**config.mk**
```make
export PLATFORM = sky130hd
export DESIGN_NAME = mem_port_arbiter
export DESIGN_NICKNAME = d
export VERILOG_FILES = /design/src/rtl/mem_port_arbiter.sv
export SDC_FILE = /design/constraint.sdc
export NUM_CORES = 1
export LEC_CHECK = 0
export ABC_AREA = 1
export BUFFER_PORTS_ARGS = -buffer_cell sky130_fd_sc_hd__buf_2
export CAP_MARGIN = 20
export CORE_ASPECT_RATIO = 1.75
export CORE_MARGIN = 5
export CORE_UTILIZATION = 37
export DETAILED_ROUTE_END_ITERATION = 10
export GPL_ROUTABILITY_DRIVEN = 0
export PLACE_DENSITY = 0.8
export SLEW_MARGIN = 40
export SYNTH_ARGS = -nofsm -noshare
export SYNTH_HDL_FRONTEND = slang
export SYNTH_SLANG_ARGS = --single-unit
```
**constraint.sdc**
```tcl
create_clock -name clk -period 1.9 [get_ports clk]
set_input_delay 0.19 -clock clk [delete_from_list [all_inputs] [get_ports clk]]
set_output_delay 0.19 -clock clk [all_outputs]
set_load 0.1 [all_outputs]
```
**src/rtl/mem_port_arbiter.sv**
```systemverilog
// mem_port_arbiter: shares one backing-memory port between instruction fetch
// and data memory, with data side priority and a pipeline stall output.
//
// Ports
//   clk, reset                     clock, asynchronous active-high reset
//   if_req, if_addr                fetch read request and byte address
//   if_rdata, if_ready             fetch read data and completion strobe
//   dm_req, dm_we, dm_addr,        data request, write enable, address,
//   dm_wdata                       write data
//   dm_rdata, dm_ready             data read data and completion strobe
//   mem_req, mem_we, mem_addr,     registered request to backing memory
//   mem_wdata
//   mem_rdata, mem_ack             backing-memory return data and completion
//   pipe_stall                     hold PC, IFID and later stages this cycle
//
// Build option
//   MEM_ARB_STARVE_GUARD_EN  when defined, a fetch waiting behind STARVE_LIMIT
//                            consecutive data grants is granted next. When
//                            undefined, data always wins and STARVE_LIMIT is
//                            not used.
module mem_port_arbiter #(
    parameter int unsigned STARVE_LIMIT = 4
) (
    input  logic        clk,
    input  logic        reset,
    input  logic        if_req,
    input  logic [31:0] if_addr,
    output logic [31:0] if_rdata,
    output logic        if_ready,
    input  logic        dm_req,
    input  logic        dm_we,
    input  logic [31:0] dm_addr,
    input  logic [31:0] dm_wdata,
    output logic [31:0] dm_rdata,
    output logic        dm_ready,
    output logic        mem_req,
    output logic        mem_we,
    output logic [31:0] mem_addr,
    output logic [31:0] mem_wdata,
    input  logic [31:0] mem_rdata,
    input  logic        mem_ack,
    output logic        pipe_stall
);

    localparam logic [1:0] IDLE    = 2'd0;
    localparam logic [1:0] BUSY_IF = 2'd1;
    localparam logic [1:0] BUSY_DM = 2'd2;

    logic [1:0] state;
    logic       isIdle;
    logic       busyIf;
    logic       busyDm;
    logic       forceIf;
    logic       grantIf;
    logic       grantDm;

    assign isIdle = (state == IDLE);
    assign busyIf = (state == BUSY_IF);
    assign busyDm = (state == BUSY_DM);

`ifdef MEM_ARB_STARVE_GUARD_EN
    localparam int CNT_W =
        (STARVE_LIMIT < 1) ? 1 : $clog2(STARVE_LIMIT + 1);
    localparam logic [CNT_W-1:0] CNT_MAX = CNT_W'(STARVE_LIMIT);

    // Consecutive data grants handed out while a fetch was waiting.
    logic [CNT_W-1:0] starveCnt;

    assign forceIf = if_req & dm_req & (starveCnt == CNT_MAX);

    always_ff @(posedge clk or posedge reset) begin
        if (reset) begin
            starveCnt <= '0;
        end else if (grantIf) begin
            starveCnt <= '0;
        end else if (grantDm) begin
            if (!if_req) begin
                starveCnt <= '0;
            end else if (starveCnt != CNT_MAX) begin
                starveCnt <= starveCnt + CNT_W'(1);
            end
        end
    end
`else
    assign forceIf = 1'b0;
`endif

    // Grant decode, only meaningful in IDLE; mem_ack is irrelevant here.
    always_comb begin
        grantIf = 1'b0;
        grantDm = 1'b0;
        if (isIdle) begin
            priority case (1'b1)
                forceIf: grantIf = 1'b1;
                dm_req:  grantDm = 1'b1;
                if_req:  grantIf = 1'b1;
                default: ;
            endcase
        end
    end

    // Memory-side request is registered at grant and held until ack.
    always_ff @(posedge clk or posedge reset) begin
        if (reset) begin
            state     <= IDLE;
            mem_req   <= 1'b0;
            mem_we    <= 1'b0;
            mem_addr  <= '0;
            mem_wdata <= '0;
        end else begin
            case (state)
                IDLE: begin
                    if (grantDm) begin
                        state     <= BUSY_DM;
                        mem_req   <= 1'b1;
                        mem_we    <= dm_we;
                        mem_addr  <= dm_addr;
                        mem_wdata <= dm_wdata;
                    end else if (grantIf) begin
                        state     <= BUSY_IF;
                        mem_req   <= 1'b1;
                        mem_we    <= 1'b0;
                        mem_addr  <= if_addr;
                        mem_wdata <= '0;
                    end
                end
                BUSY_IF, BUSY_DM: begin
                    if (mem_ack) begin
                        state   <= IDLE;
                        mem_req <= 1'b0;
                    end
                end
                default: begin
                    state   <= IDLE;
                    mem_req <= 1'b0;
                end
            endcase
        end
    end

    // Completion is combinational in the ack cycle; the FSM only sits in a
    // BUSY state once granted, so a dropped req still gets its pulse.
    assign if_ready = busyIf & mem_ack;
    assign dm_ready = busyDm & mem_ack;

    assign if_rdata = if_ready ? mem_rdata : '0;
    assign dm_rdata = dm_ready ? mem_rdata : '0;

    assign pipe_stall = (if_req & ~if_ready) | (dm_req & ~dm_ready);

endmodule

```
Word-level counts from Yosys, hierarchy flattened

Cells that the tools add are included.

Register bits: 68
Output and inout port bits: 133
Word-level logic and storage cells: 42

Eq/ne operators: 4
Mux-type cells: 21
Bitwise gates (word level): 7
Reduce and logical (&&, ||, !) cells: 5

Operators with widths:

| kind                 | number |
|---|---|
| $mux W32             | 6 |
| $mux W1              | 10 |
| $mux W2              | 3 |
| $and A1 B1 Y1        | 4 |
| $pmux W2 S2          | 1 |
| $reduce_and A2 Y1    | 2 |
| $ne A3 B1 Y1 const B | 1 |
| $eq A2 B1 Y1 const B | 1 |
| $eq A2 B2 Y1 const B | 1 |
| $logic_not A2 Y1     | 1 |
| $ne A2 B2 Y1 const B | 1 |
| $not A1 Y1           | 2 |
| $pmux W1 S2          | 1 |
| $reduce_bool A2 Y1   | 1 |
| $reduce_or A2 Y1     | 1 |
| $or A1 B1 Y1         | 1 |

Longest topological paths before layout

Depth in word-level cells: 6
Depth in mapped cells: 9
Mapped depth without buffers: 7

Worst setup path after synthesis

No wires, ideal clock.

Path type: register to output
Start point: register state[1]
End point: output port pipe_stall
Data arrival time: 2753 ps
Data required time: 1710 ps
Slack: -1043 ps
Stages on the path, launching flop included: 6
Path buffers: 0
Path through: dfrtp_1 -> inv_1 -> ha_1 -> nand2_1 -> inv_1 -> o22ai_1

Cells in the longest elaborated chain, start to end: 5
Elaborated cells on any way between the ends: 9
Classes of those cells: eq/ne (2); bitwise (7)

Ends and longest elaborated chain:

| item                   | RTL line | text |
|---|---|---|
| start, declared        | 49       | `logic [1:0] state;` |
| start signal, assigned | 105      | `state <= IDLE;` |
| start signal, assigned | 114      | `state <= BUSY_DM;` |
| start signal, assigned | 120      | `state <= BUSY_IF;` |
| $eq A2 B1 Y1           | 58       | `assign busyIf = (state == BUSY_IF);` |
| $and A1 B1 Y1          | 143      | `assign if_ready = busyIf & mem_ack;` |
| named net if_ready     | 29       | `output logic if_ready,` |
| $not A1 Y1             | 149      | `assign pipe_stall = (if_req & ~if_ready) \| (dm_req & ~dm_ready);` |
| $and A1 B1 Y1          | 149      |  |
| $or A1 B1 Y1           | 149      |  |
| end, declared          | 42       | `output logic pipe_stall` |

The timed path passes the listed nets, and every way through them passes these cells.

Worst setup path after layout

Start point: register state[0]
End point: output port dm_rdata[29]

Cells in the longest elaborated chain, start to end: 3

Ends and longest elaborated chain:

| item          | RTL line | text |
|---|---|---|
| $eq A2 B2 Y1  | 59       | `assign busyDm = (state == BUSY_DM);` |
| $and A1 B1 Y1 | 144      | `assign dm_ready = busyDm & mem_ack;` |
| $mux W32      | 147      | `assign dm_rdata = dm_ready ? mem_rdata : '0;` |
| end, declared | 34       | `output logic [31:0] dm_rdata,` |

Every way passes these cells.

==> summary.md <==
The via count of the first global-routing pass came out at 4435. Global routing finished with a remaining overflow of 0. For the number of pins exceeding their max-slew limit in the final report, the log shows 0.

The transition time at the pin with the least slew margin is 0.5246 ns. The H-tree depth reported by CTS is 3. The port buffer count came out at 266. The signal on the critical path passes through inv_2 > ha_2 > nand2_4 > buf_6 > nor2_2 > buf_12. Among all stages on the critical path, the largest delay is contributed by sky130_fd_sc_hd__dfrtp_1. The count of nets left with antenna violations once routing finished came out at 0. The worst setup path is launched from a register. The number of max-capacitance violations reported is 0, and the diode insertion count for antenna repair is 0. The flow ran to the end, and the final reports show no timing, DRC or antenna violations. Count of distinct cell types in the synthesized netlist: 17. The total nets after synthesis came out at 657.

Post-CTS timing repair inserted 0 buffers for setup. Counting buffers and inverters, the worst setup path is 6 cells deep. Relative to the synthesized area, the layout overhead comes to 89.83%. The critical path class is register to output port. The post-synthesis instance area is 3665 um^2. The post-route fraction of the period consumed by the critical path works out to 0.9565. For this run, design rule violations remaining after detail routing come to 0. The area enclosed by the die boundary was 12070 um^2.

TritonCTS built the clock tree. For the total vias in the final route, the log shows 4284. In this run the core area contains 48 standard-cell rows. Measured along the x axis, the die boundary spans 85.23 um. For the final routed database, the setup TNS stands at 0 ns. For this block, the routed nets add up to 14140 um of wire. The biggest cell delay along the critical path is 0.40 ns. For the worst-skew pair, the clock arrives at the later sink with an insertion delay of 0.32 ns. The worst path meets setup with 0.08263 ns of slack.

The Yosys step of the flow raised 0 warnings. Setup repair after global routing could not meet its margin everywhere. Data arrival time of the worst path: 1.63 ns. Entering global routing, the biggest net connects 45 pins. For the number of inserted filler cells in the final layout, the log shows 698. The clock transition at the register clock pins on the worst setup and hold paths after CTS is 0.06 ns. Counting flops and latches in the post-synthesis netlist gives 68. In the synthesized netlist, the number of instances is 519. The startpoint identified for the worst register-to-register timing path is state[1]. Global-route usage over all layers: 0.2211. The root buffer cell chosen for the clock tree is sky130_fd_sc_hd__clkbuf_16.

The worst path in the final design needs a cycle of 1.817 ns, including I/O delays and setup. The number of cells on the worst reg-to-reg path is 8. For flop-to-flop paths, the worst setup slack is 0.25 ns.

In this run the count of I/O pins placed on the die edge is 267. The run gives 550.2 MHz as the achievable frequency. Between clock sinks in the finished design, the worst skew comes to 0.006219 ns. Setup violations remaining at the end of the flow were counted as 0.

After routing the design area is 6957 um^2. Tracing the worst setup path back leads to its startpoint at state[0]. The number of clock sinks is 68, and the average detailed-routed wire length per instance is 15.51 um. The highest fanout seen on the critical path came out at 10. The detailed router finished its first iteration with 133 violations. The tools report the wire length of the first global-routing pass as 21250 um. The initial antenna violation count came out at 0.

The core region is 9789 um^2. The logs give 920 for the count of nets after finishing and 9 for the TritonCTS buffer count. The ratio of routed vias to standard cells was 4.697; the critical path buffer and inverter count was 3. The run gives 0.6495 as the worst relative slew slack. Prior to clock tree synthesis, the placed netlist has a worst setup slack of 0.2205 ns. The maximum root-to-sink buffer count is 2, and the post-synthesis sequential area ratio is 0.4643. After detailed placement, the total cell area comes to 6472 um^2. Endpoint of the lowest-slack register-to-register path: mem_wdata[13]. For the core utilization of the finished layout, the log shows 0.7106. The worst hold-check path type is primary input to register. The cell family contributing the most delay on the critical path is buffers and inverters. The initial cell density of the core is 0.3744, and the critical path data required time is 1.71 ns. The estimated wirelength of the detail-placed design was 11120 um; the chip height was 141.7 um. For this run, the detailed router's first-pass iteration total came to 4. The ratio of cells with drive above 1 in the final layout was 0.4981. The tools report the capture point of the critical path as dm_rdata[29]. The run gives 0 as the count of final hold-check violations. Averaged over all synthesized cells, the footprint is 7.061 um^2. STA classifies the critical path endpoint as an output port.
[kinds of logic (layout without fill, tap and decap cells)]
| group | after synthesis | in the layout | synth area share |
|---|---|---|---|
| AOI/OAI and AO/OA | 2 | 2 | 0.004098 |
| buffers and inverters | 104 | 372 | 0.1232 |
| adders and majority gates | 4 | 4 | 0.01366 |
| DFF | 68 | 68 | 0.4643 |
| and+or+nand+nor | 341 | 341 | 0.3947 |
[Yosys cell counts]
master / number / area [um^2]
sky130_fd_sc_hd__clkbuf_1: 10 / 37.54
sky130_fd_sc_hd__buf_2: 13 / 65.06
sky130_fd_sc_hd__inv_1: 71 / 266.5
sky130_fd_sc_hd__nand4_1: 1 / 6.260
sky130_fd_sc_hd__ha_1: 4 / 50.05
sky130_fd_sc_hd__buf_4: 2 / 15.01
sky130_fd_sc_hd__nand3_1: 67 / 335.3
sky130_fd_sc_hd__clkinv_1: 1 / 3.750
sky130_fd_sc_hd__or2_2: 22 / 137.6
sky130_fd_sc_hd__a21oi_2: 1 / 8.760
sky130_fd_sc_hd__nand2_1: 177 / 664.4
sky130_fd_sc_hd__or2_1: 10 / 62.56
sky130_fd_sc_hd__inv_2: 2 / 7.510
sky130_fd_sc_hd__o22ai_1: 1 / 6.260
sky130_fd_sc_hd__dfrtp_1: 68 / 1702
sky130_fd_sc_hd__buf_6: 5 / 56.30
sky130_fd_sc_hd__nor2_1: 64 / 240.2
[tightest hold or removal path, delay by kind of cell]
family                 cells  cell delay [ns]
AND/OR/NAND/NOR            2             0.11
buffers and inverters      1             0.07
[worst min path at each step]
stage	startpoint	end	slack (ns)	cells past startpoint
floorplan	dm_wdata[0]	mem_wdata[0]	0.33	2
CTS	dm_wdata[16]	mem_wdata[16]	0.08	3
detailed placement	reset	mem_we	0.26	2
finish	dm_wdata[5]	mem_wdata[5]	0.09	3
global route	dm_wdata[9]	mem_wdata[9]	0.09	3
global placement	reset	mem_addr[14]	0.26	2
[per-stage QoR]
stage / instances / hold slack, ns
2_1_floorplan: 519 / 0.3277
3_5_place_dp: 894 / 0.2606
4_1_cts: 911 / 0.07652
6_report: 912 / 0.08715
5_1_grt: 912 / 0.08704
3_3_place_gp: 894 / 0.2565
[metal layers]
layer  wire (um)  share of wire  global-route usage
met2        7144           0.51              0.3725
met4         495          0.035             0.09508
met5           0              0                   0
met1        4744           0.34              0.2356
met3        1758           0.12              0.1011
[registers in the layout (all words and copies together), names as in the netlist]
register and cells:
mem_wdata 32, state 2, mem_we 1, mem_addr 32, mem_req 1
[layout make-up]
cell class              instances  area (um^2)  share of cell area
clock buffers                  11        242.7             0.03489
multi-input cells             347         1956              0.2811
well taps                     125        156.4             0.02248
flip-flops and latches         68         1702              0.2446
clock inverters                 5        83.83             0.01205
inverters                      74        281.5             0.04047
repair buffers                282         2535              0.3644
[placed cells by master, fill, tap and decap left out, types with 10 or more instances in the layout]
cell type,n
sky130_fd_sc_hd__dfrtp_1,68
sky130_fd_sc_hd__buf_12,71
sky130_fd_sc_hd__nor2_2,13
sky130_fd_sc_hd__or2_1,10
sky130_fd_sc_hd__or2_2,22
sky130_fd_sc_hd__nand2_1,174
sky130_fd_sc_hd__buf_2,199
sky130_fd_sc_hd__nand3_1,67
sky130_fd_sc_hd__nor2_4,50
sky130_fd_sc_hd__clkbuf_16,10
sky130_fd_sc_hd__inv_1,68
[repair_timing]
action | 4_1_cts | 5_1_grt
gates cloned | 0 | 1
endpoints found under the setup margin | 5 | 46
gates resized for setup | 5 | 24
hold buffers | 1 | 0
pin swaps | 0 | 0
endpoints found under the hold margin | 21 | 0
Power is not shown: default switching activity piles up to over one toggle a cycle in this logic, so the estimate is an artifact.
